===== config.mk =====
export PLATFORM = sky130hd
export DESIGN_NAME = if_id_stage
export DESIGN_NICKNAME = d
export VERILOG_FILES = /design/src/rtl/if_id_stage.sv
export SDC_FILE = /design/constraint.sdc
export NUM_CORES = 1
export LEC_CHECK = 0
export CAP_MARGIN = 40
export CORE_MARGIN = 5
export CORE_UTILIZATION = 25
export CTS_CLUSTER_DIAMETER = 200
export DETAILED_ROUTE_END_ITERATION = 10
export PLACE_DENSITY = 0.5
export SLEW_MARGIN = 25
export SYNTH_ARGS = -nofsm -noshare
export SYNTH_HDL_FRONTEND = slang
export SYNTH_SLANG_ARGS = --single-unit

===== constraint.sdc =====
create_clock -name clk -period 3.3 [get_ports clk]
set_input_delay 0.66 -clock clk [delete_from_list [all_inputs] [get_ports clk]]
set_output_delay 0.66 -clock clk [all_outputs]
set_load 0.01 [all_outputs]

===== src/rtl/if_id_stage.sv =====
// -----------------------------------------------------------------------------
// if_id_stage
// Pipeline register and control-hazard sequencer between instruction fetch and
// decode. Captures the fetched word and its address one cycle later, inserts
// bubbles on clear, taken-jump redirect and while a fetched branch is waiting
// for execute to resolve it. A timeout guard forces a return to normal fetch
// if the branch is never resolved.
//
// Ports
//   clk        : clock, all state changes on the rising edge
//   rst        : synchronous active-high reset
//   if_inst    : instruction word from ROM for the current fetch address
//   if_pc      : current fetch address
//   if_br      : fetch-side indicator that if_inst is a control-flow op
//   hold_en    : freeze the stage
//   clear_en   : flush the stage to a bubble
//   jump_flag  : execute took a branch/jump, fetch redirected this cycle
//   br_done    : execute resolved the pending branch as not taken
//   id_inst    : instruction to decode (NOP_WORD during a bubble)
//   id_pc      : address of id_inst
//   id_valid   : id_inst is a real instruction
//   br_busy    : stage is waiting for branch resolution
//   br_err     : one-cycle pulse when the branch wait times out
//
// Optional feature (macro IF_ID_PERF_EN): saturating performance counters
//   perf_bubbles  : non-hold edges that loaded a bubble
//   perf_stalls   : edges with hold_en asserted
//   perf_timeouts : branch-wait timeouts
// -----------------------------------------------------------------------------
module if_id_stage #(
  parameter int                 ADDR_W     = 16,
  parameter int                 DATA_W     = 16,
  parameter logic [DATA_W-1:0]  NOP_WORD   = 16'h0001,
  parameter int                 BR_TIMEOUT = 7
) (
  input  logic              clk,
  input  logic              rst,
  input  logic [DATA_W-1:0] if_inst,
  input  logic [ADDR_W-1:0] if_pc,
  input  logic              if_br,
  input  logic              hold_en,
  input  logic              clear_en,
  input  logic              jump_flag,
  input  logic              br_done,
  output logic [DATA_W-1:0] id_inst,
  output logic [ADDR_W-1:0] id_pc,
  output logic              id_valid,
  output logic              br_busy,
  output logic              br_err
`ifdef IF_ID_PERF_EN
  ,
  output logic [ADDR_W-1:0] perf_bubbles,
  output logic [ADDR_W-1:0] perf_stalls,
  output logic [7:0]        perf_timeouts
`endif
);

  // Code 2'b11 is unused and falls through to RUN behaviour.
  typedef enum logic [1:0] {
    ST_RUN     = 2'b00,
    ST_BR_WAIT = 2'b01,
    ST_FLUSH   = 2'b10
  } state_e;

  localparam logic [3:0] BR_TO = 4'(BR_TIMEOUT);

  state_e            state_q;
  logic [3:0]        br_cnt_q;
  logic [3:0]        br_cnt_d;
  logic [DATA_W-1:0] inst_q;
  logic [ADDR_W-1:0] pc_q;
  logic              valid_q;
  logic              busy_q;
  logic              err_q;
  logic              timeout_evt;

  assign br_cnt_d = br_cnt_q + 4'd1;

  // The wait counter reaches its limit on an edge where nothing of higher
  // priority (reset, clear, hold, jump, resolution) claims the stage.
  assign timeout_evt = !rst && !clear_en && !hold_en && !jump_flag && !br_done &&
                       (state_q == ST_BR_WAIT) && (br_cnt_d == BR_TO);

  // NOTE: all sequential state uses non-blocking assignments so every register
  // samples pre-edge values; reset is synchronous and lives inside the edge.
  always_ff @(posedge clk) begin
    // br_err is a pulse: it drops on every edge other than the timeout edge.
    err_q <= 1'b0;
    if (rst) begin
      state_q  <= ST_RUN;
      br_cnt_q <= '0;
      inst_q   <= NOP_WORD;
      pc_q     <= '0;
      valid_q  <= 1'b0;
      busy_q   <= 1'b0;
    end else if (clear_en) begin
      state_q  <= ST_RUN;
      br_cnt_q <= '0;
      inst_q   <= NOP_WORD;
      valid_q  <= 1'b0;
      busy_q   <= 1'b0;
    end else if (hold_en) begin
      // Frozen: no register (including the wait counter) moves.
    end else if (jump_flag) begin
      // The word fetched this cycle is from the stale path; drop it and one more.
      state_q  <= ST_FLUSH;
      br_cnt_q <= '0;
      inst_q   <= NOP_WORD;
      valid_q  <= 1'b0;
      busy_q   <= 1'b0;
    end else begin
      case (state_q)
        ST_BR_WAIT: begin
          // id_pc keeps the branch address while bubbles are presented.
          inst_q  <= NOP_WORD;
          valid_q <= 1'b0;
          if (br_done) begin
            state_q  <= ST_RUN;
            br_cnt_q <= '0;
            busy_q   <= 1'b0;
          end else if (timeout_evt) begin
            state_q  <= ST_RUN;
            br_cnt_q <= '0;
            busy_q   <= 1'b0;
            err_q    <= 1'b1;
          end else begin
            br_cnt_q <= br_cnt_d;
          end
        end
        ST_FLUSH: begin
          state_q <= ST_RUN;
          inst_q  <= NOP_WORD;
          valid_q <= 1'b0;
        end
        default: begin
          state_q <= ST_RUN;
          inst_q  <= if_inst;
          pc_q    <= if_pc;
          // The all-zero halt word is passed through but never marked valid.
          valid_q <= |if_inst;
          if (if_br && (|if_inst)) begin
            state_q  <= ST_BR_WAIT;
            br_cnt_q <= '0;
            busy_q   <= 1'b1;
          end
        end
      endcase
    end
  end

  assign id_inst  = inst_q;
  assign id_pc    = pc_q;
  assign id_valid = valid_q;
  assign br_busy  = busy_q;
  assign br_err   = err_q;

`ifdef IF_ID_PERF_EN
  logic              bubble_evt;
  logic [ADDR_W-1:0] perf_bub_q;
  logic [ADDR_W-1:0] perf_stall_q;
  logic [7:0]        perf_to_q;

  // A bubble is loaded by clear, or by a non-hold edge in jump/flush/wait.
  assign bubble_evt = !rst && (clear_en ||
                      (!hold_en && (jump_flag || (state_q == ST_BR_WAIT) ||
                                    (state_q == ST_FLUSH))));

  always_ff @(posedge clk) begin
    if (rst) begin
      perf_bub_q   <= '0;
      perf_stall_q <= '0;
      perf_to_q    <= '0;
    end else begin
      if (bubble_evt && !(&perf_bub_q))   perf_bub_q   <= perf_bub_q + 1'b1;
      if (hold_en && !(&perf_stall_q))    perf_stall_q <= perf_stall_q + 1'b1;
      if (timeout_evt && !(&perf_to_q))   perf_to_q    <= perf_to_q + 1'b1;
    end
  end

  assign perf_bubbles  = perf_bub_q;
  assign perf_stalls   = perf_stall_q;
  assign perf_timeouts = perf_to_q;
`endif

endmodule


==> metrics.log, run 1 <==
INFO  metric mappedNetlistNets = 239
INFO  metric wl_per_cell = 13.4 um
INFO  metric routed_via_density = 4.58
INFO  metric max_slew_margin = 0.585
INFO  metric peak_freq = 463 MHz
INFO  metric yosys_warnings = 0
INFO  metric max-clock-path-buffers = 2
INFO  metric grt_pass1_vias = 1,643
INFO  metric worst_ep_arrival = 2.34 ns
INFO  metric placementRows = 30
INFO  metric drv.max_cap_violation_count = 0
INFO  metric fp.dieW = 93.0 um
INFO  metric area_share_of_fa_ha_maj_cells_after_synthesis = 0.0291
INFO  metric p_per_area = 404 nW/um2
INFO  metric postSynthRegisterBits = 41
INFO  metric placedInstanceArea = 2520 um2
INFO  metric route.detailed.drc = 0
INFO  metric globalRouteOverflowTotal = 0
INFO  metric layout.core_utilization = 0.390
INFO  metric clk_pin_slew = 0.07 ns
INFO  metric worst_slack = 1.14 ns
INFO  metric post_synth_xor_area_fraction = 0.00509
INFO  metric power_leakage = 0.923 nW
INFO  metric outcome = finished, final reports clean
INFO  metric ys_async_sr_fraction = 0
INFO  metric setup.worst_path.end_class = flip-flop
INFO  metric ir_drop = 0.000181 V
INFO  metric synthTopCellsByCount = 41 x sky130_fd_sc_hd__dfxtp_1, 40 x sky130_fd_sc_hd__nand2_1, 19 x sky130_fd_sc_hd__nor2_1
INFO  metric critical-path-slowest-cell = sky130_fd_sc_hd__clkdlybuf4s50_1
INFO  metric cts_repair_resize_count = 0
INFO  metric finalInstanceArea = 2640 um2
INFO  metric synth_top_family_by_area = simple AND/OR/NAND/NOR gates
INFO  metric synth.avg_cell_area = 8.78 um2
INFO  metric critical_path.max_stage_delay = 0.68 ns
INFO  metric cts_max_level = 2
INFO  metric worst_setup_path_start_kind = input port
INFO  metric die-area = 8650 um2
INFO  metric antenna_violations_before_repair = 0
INFO  metric synth.mux.area_fraction = 0.0233
INFO  metric detailedPlacementHpwl = 3470 um
INFO  metric critPathTopFamily = simple AND/OR/NAND/NOR gates
INFO  metric cts-hold-fix-buffers = 0
INFO  metric critical_path_fanouts_max = 16
INFO  metric clk_latency = 0.29 ns
INFO  metric synth_top_area_share = 0.477
INFO  metric timing.setup.tns = 0 ns
INFO  metric grt_usage = 0.112
INFO  metric clock_skew = 0.00279 ns
INFO  metric first_pass_iters = 4
INFO  metric postCtsSetupRepairBufs = 0
INFO  metric grt_start_max_net_pins = 22
INFO  metric start_util = 0.255
INFO  metric final_max_slew_viol_count = 0
INFO  metric area_delta_synth_final = 53.2%
INFO  metric timing.final.crit_period = 2.16 ns
INFO  metric post_route_cells_drive_above_1_share = 0.0781
INFO  metric place_congestion = 0.707
INFO  metric rsz0062_at_grt = false
INFO  metric final_antenna_net_count = 0
INFO  metric final-hold-violation-count = 0
INFO  metric core = 6760 um2
INFO  metric path_cells = clkdlybuf4s50_1 -> nor3b_2 -> nand2b_1 -> nand2_1 -> a21oi_1
INFO  metric min-delay-path-class = reg2reg
INFO  metric post_synthesis_cell_count = 196
INFO  metric diodes = 0
INFO  metric setup_violations = 0
INFO  metric ys_dominant_reg_cell = sky130_fd_sc_hd__dfxtp_1
INFO  metric synthTopCellsByArea = sky130_fd_sc_hd__dfxtp_1 48%, sky130_fd_sc_hd__nand2_1 8.7%, sky130_fd_sc_hd__a22oi_1 7.4%
INFO  metric max_slew.worst_pin.slew = 0.622 ns
INFO  metric synth_most_common_cell = sky130_fd_sc_hd__dfxtp_1
INFO  metric fraction_of_the_mapped_netlist_area_in_simple_logic_gates = 0.238
INFO  metric detailedRoute.firstIterationViolations = 113
INFO  metric netlist_area = 1720 um2
INFO  metric pre_cts_slack = 0.801 ns
INFO  metric cp.buffers_inverters = 1
INFO  metric synth_top_cell_by_area = sky130_fd_sc_hd__dfxtp_1
INFO  metric cts_num_sinks = 41
INFO  metric grt_pass1_wl = 7680 um
INFO  metric total_nets_final = 311
INFO  metric placement.io_buffers = 73
INFO  metric critPathRequiredTime = 3.48 ns
INFO  metric cts_tree = yes
INFO  metric finalCritPeriodShare = 0.655
INFO  metric cts_root_buf = sky130_fd_sc_hd__clkbuf_8
INFO  metric critical_path_class = in2reg
INFO  metric ys_types = 35
INFO  metric number_of_enable_type_register_cells_in_the_synthesized_netlist = 0
INFO  metric routed-via-count = 1,597
INFO  metric totalWireLength = 4670 um
INFO  metric design.portCount = 74
INFO  metric synth_compound_area_frac = 0.182
INFO  metric fp.dieH = 93.0 um
INFO  metric cts_inserted_buffers = 5
INFO  metric synth_seq_area_share = 0.477
[cells by family after synthesis]
group           after synthesis
compound gates               45
buf+inv                      17
simple gates                 84
fa+ha+maj                     4
xor+xnor                      1
flops                        41
mux                           4
[area by class of cell]
class                           instances  area [um2]
Fill cell                             696        4120
Sequential cell                        41         821
Inverter                                5        18.8
Multi-Input combinational cell        138         821
Clock buffer                            7        86.3
Timing Repair Buffer                   77         761
Clock inverter                          1        30.0
Tap cell                               80         100
[sequential cells by signal (all words and copies together) (netlist names)]
signal    flops
id_inst      16
br_err        1
state_q       2
id_valid      1
br_cnt_q      4
id_pc        16
br_busy       1
[worst register-to-register path, delay by kind of cell (launching register included)]
family,cells,cell delay [ns]
and+or+nand+nor,1,0.14
muxes,1,0.24
DFF,1,0.36
buffers and inverters,1,0.05
AOI/OAI and AO/OA,2,0.69
adders and majority gates,1,0.19
[stage by stage]
stage	power, mW	std cells	hold WS (ns)
final	1.07	349	0.454
after CTS	1.09	349	0.459
after global routing	1.12	349	0.476
after detailed placement	0.665	341	0.449
after floorplan	0.580	196	0.463
after global placement	0.666	341	0.440
[placed cells by master, fill, tap and decap left out, types with 2 or more instances in the layout]
cell                              synthesis  routed
sky130_fd_sc_hd__clkbuf_8                 0       6
sky130_fd_sc_hd__nor2_1                  19      19
sky130_fd_sc_hd__buf_4                    2       4
sky130_fd_sc_hd__nor3b_2                  2       2
sky130_fd_sc_hd__nand2_1                 40      40
sky130_fd_sc_hd__nand4_1                  2       2
sky130_fd_sc_hd__a22oi_1                 17      17
sky130_fd_sc_hd__ha_1                     4       4
sky130_fd_sc_hd__nand2b_1                 3       3
sky130_fd_sc_hd__dfxtp_1                 41      41
sky130_fd_sc_hd__a21oi_1                 18      18
sky130_fd_sc_hd__nand3_1                  4       4
sky130_fd_sc_hd__inv_1                    5       5
sky130_fd_sc_hd__a32oi_1                  2       2
sky130_fd_sc_hd__or2_2                    3       3
sky130_fd_sc_hd__clkdlybuf4s50_1          0      73
sky130_fd_sc_hd__mux2i_1                  4       4
sky130_fd_sc_hd__nor4_1                   4       4
[where the power goes]
part / total, mW / internal, mW / leakage [nW] / switching [mW]
combinational: 0.140 / 0.0795 / 0.532 / 0.0601
sequential: 0.512 / 0.506 / 0.332 / 0.00613
clock: 0.415 / 0.247 / 0.0585 / 0.168
total: 1.07 / 0.832 / 0.923 / 0.234
[worst paths after layout]
path,end,from,slack (ns),cells past startpoint
worst max-delay path,id_pc[8],hold_en,1.14,5
worst min-delay path,id_pc[3],id_pc[3],0.45,2
worst max register to register,br_cnt_q[2],state_q[0],1.56,6
worst min register to register,id_pc[3],id_pc[3],0.45,2
[routing by layer]
layer | part of all wire | routed length (um) | vias to the layer above | GRT usage
met5 | 0 | 0 | - | 0
met4 | 0.013 | 59 | 0 | 0.0330
met3 | 0.12 | 539 | 8 | 0.0603
met2 | 0.45 | 2100 | 54 | 0.178
met1 | 0.42 | 1970 | 710 | 0.130
li1 | - | - | 825 | -
Note: power is estimated with default switching activity, not from simulation.
==> inputs of run 2 (changes only) <==
Clock period 3.3 ns to 2 ns, I/O delays scaled along.
==> run 2 against run 1 <==
  * Critical path depth grew 1
  * Combinational power up 73%
  * Die area stayed put
  * Utilization up 1.4 points
  * Sequential share of layout area shrank 1.1 points
  * Clock power rose by 69%
  * Critical path type unchanged
  * Largest cell class is now buffers
==> metrics.log, run 2 (synthesis results as in run 1) <==
INFO  metric area_delta_synth_final = 58.6%
INFO  metric post-layout-total-power = 1.79 mW
INFO  metric wl_per_cell = 13.5 um
INFO  metric p_per_area = 654 nW/um2
INFO  metric outcome = finished, final reports clean
INFO  metric layout.core_utilization = 0.404
INFO  metric grt_start_max_net_pins = 20
INFO  metric cts_root_buf = sky130_fd_sc_hd__clkbuf_8
INFO  metric placementRows = 30
INFO  metric routed-via-count = 1,668
INFO  metric worst_setup_path_start_kind = input port
INFO  metric commonest_cells_after_routing_fill_and_taps_aside = 73 x sky130_fd_sc_hd__clkdlybuf4s50_1, 41 x sky130_fd_sc_hd__dfxtp_1, 40 x sky130_fd_sc_hd__nand2_1
INFO  metric diodes = 0
INFO  metric worstRegToRegCells = 6
INFO  metric globalRouteOverflowTotal = 0
INFO  metric core = 6760 um2
INFO  metric detailedPlacementHpwl = 3670 um
INFO  metric route.detailed.drc = 0
INFO  metric ir_drop = 0.000259 V
INFO  metric critical_path.max_stage_delay = 0.50 ns
INFO  metric min-delay-path-class = reg2reg
INFO  metric die-area = 8650 um2
INFO  metric grt_usage = 0.119
INFO  metric critical-path-slowest-cell = sky130_fd_sc_hd__clkdlybuf4s50_1
INFO  metric post_route_cells_drive_above_1_share = 0.121
INFO  metric cts_max_level = 2
INFO  metric path_cells = clkdlybuf4s50_1 -> nor4_1 -> buf_4 -> a41o_1 -> a21oi_1 -> mux2i_1
INFO  metric worst_hold_startpoint = id_pc[3]
INFO  metric routed_via_density = 4.62
INFO  metric max_slew_margin = 0.697
INFO  metric fp.dieW = 93.0 um
INFO  metric rsz0062_at_grt = false
INFO  metric drv.max_cap_violation_count = 0
INFO  metric worst_slack = 0.251 ns
INFO  metric cellInternalPower = 1.38 mW
INFO  metric mostFrequentLayoutCell = sky130_fd_sc_hd__clkdlybuf4s50_1
INFO  metric design.portCount = 74
INFO  metric cts_tree = yes
INFO  metric clk_pin_slew = 0.08 ns
INFO  metric rr_startpoint = state_q[0]
INFO  metric switchingPower = 0.407 mW
INFO  metric finalHoldWorstSlack = 0.457 ns
INFO  metric finalCritPeriodShare = 0.874
INFO  metric power.sequential.fraction = 0.472
INFO  metric cts_num_sinks = 41
INFO  metric power.switching_fraction = 0.227
INFO  metric setup.worst_path.end_class = flip-flop
INFO  metric cts-hold-fix-buffers = 0
INFO  metric rr_endpoint = br_cnt_q[2]
INFO  metric final_antenna_net_count = 0
INFO  metric cts_repair_resize_count = 0
INFO  metric clock_skew = 0.00541 ns
INFO  metric final_max_slew_viol_count = 0
INFO  metric timing.setup.tns = 0 ns
INFO  metric start_util = 0.255
INFO  metric setup_violations = 0
INFO  metric pre_cts_slack = -0.0519 ns
INFO  metric critical_path_fanouts_max = 4
INFO  metric power_leakage = 0.980 nW
INFO  metric power.share.combinational = 0.135
INFO  metric endpoint = br_cnt_q[2]
INFO  metric detailedRoute.firstIterationViolations = 56
INFO  metric totalWireLength = 4890 um
INFO  metric power_frac_clock = 0.392
INFO  metric total_nets_final = 323
INFO  metric critPathRequiredTime = 2.22 ns
INFO  metric clk_latency = 0.29 ns
INFO  metric peak_freq = 572 MHz
INFO  metric place_congestion = 0.786
INFO  metric worst_ep_arrival = 1.97 ns
INFO  metric max-clock-path-buffers = 2
INFO  metric fp.dieH = 93.0 um
INFO  metric antenna_violations_before_repair = 0
INFO  metric placement.io_buffers = 73
INFO  metric timing.final.crit_period = 1.75 ns
INFO  metric max_slew.worst_pin.slew = 0.454 ns
INFO  metric first_pass_iters = 4
INFO  metric grt_pass1_vias = 1,690
INFO  metric postCtsSetupRepairBufs = 0
INFO  metric critical_path_class = in2reg
INFO  metric cts_inserted_buffers = 5
INFO  metric grt_pass1_wl = 8160 um
INFO  metric timing.critical_path.from = if_inst[4]
INFO  metric r2r_setup_slack = 0.28 ns
INFO  metric final-hold-violation-count = 0
[run 2: changes by cell type in the layout (fill, tap and decap cells not counted)]
cell                         before  now
sky130_fd_sc_hd__clkbuf_1         1    0
sky130_fd_sc_hd__clkinvlp_4       0    1
sky130_fd_sc_hd__buf_4            4   16
[run 2: power by group through the flow]
stage	Combinational, mW	Clock, mW	Sequential, mW
global route	0.265	0.769	0.847
detailed placement	0.246	0	0.864
global placement	0.247	0	0.863
floorplan	0.0852	0	0.872
CTS	0.247	0.737	0.845
finish	0.242	0.701	0.844
[run 2: cell type report]
type / instances / area [um2]
sequential: 41 / 821
multi-input combinational: 138 / 821
clock buffer: 6 / 82.6
timing repair buffer: 89 / 851
clock inverter: 2 / 37.5
inverter: 5 / 18.8
tap: 80 / 100
fill: 706 / 4030
[run 2: worst max-delay path: cells and delay by family]
family	cells	cell delay, ns
AND/OR/NAND/NOR	1	0.07
AO/OA/AOI/OAI	2	0.63
multiplexers	1	0.23
buffers and inverters	2	0.64
[run 2: worst min path at each step]
stage	endpoint	cells after the start	slack [ns]
finish	id_pc[3]	2	0.46
global route	id_pc[3]	2	0.47
CTS	id_pc[3]	2	0.46
detailed placement	id_pc[3]	2	0.45
global placement	id_pc[7]	2	0.44
floorplan	br_cnt_q[3]	2	0.46
[run 2: per-stage QoR]
| stage | instances | cell area (um2) |
|---|---|---|
| after floorplan | 196 | 1720 |
| after global placement | 353 | 2610 |
| after detailed placement | 353 | 2610 |
| after CTS | 361 | 2730 |
| after global routing | 361 | 2730 |
| final | 361 | 2730 |
[run 2: layer usage]
metal,wire length (um),vias to the layer above,global-route usage
li1,-,852,-
met1,2090,758,0.140
met2,2310,54,0.194
met3,461,4,0.0539
met4,29,0,0.0330
met5,0,-,0
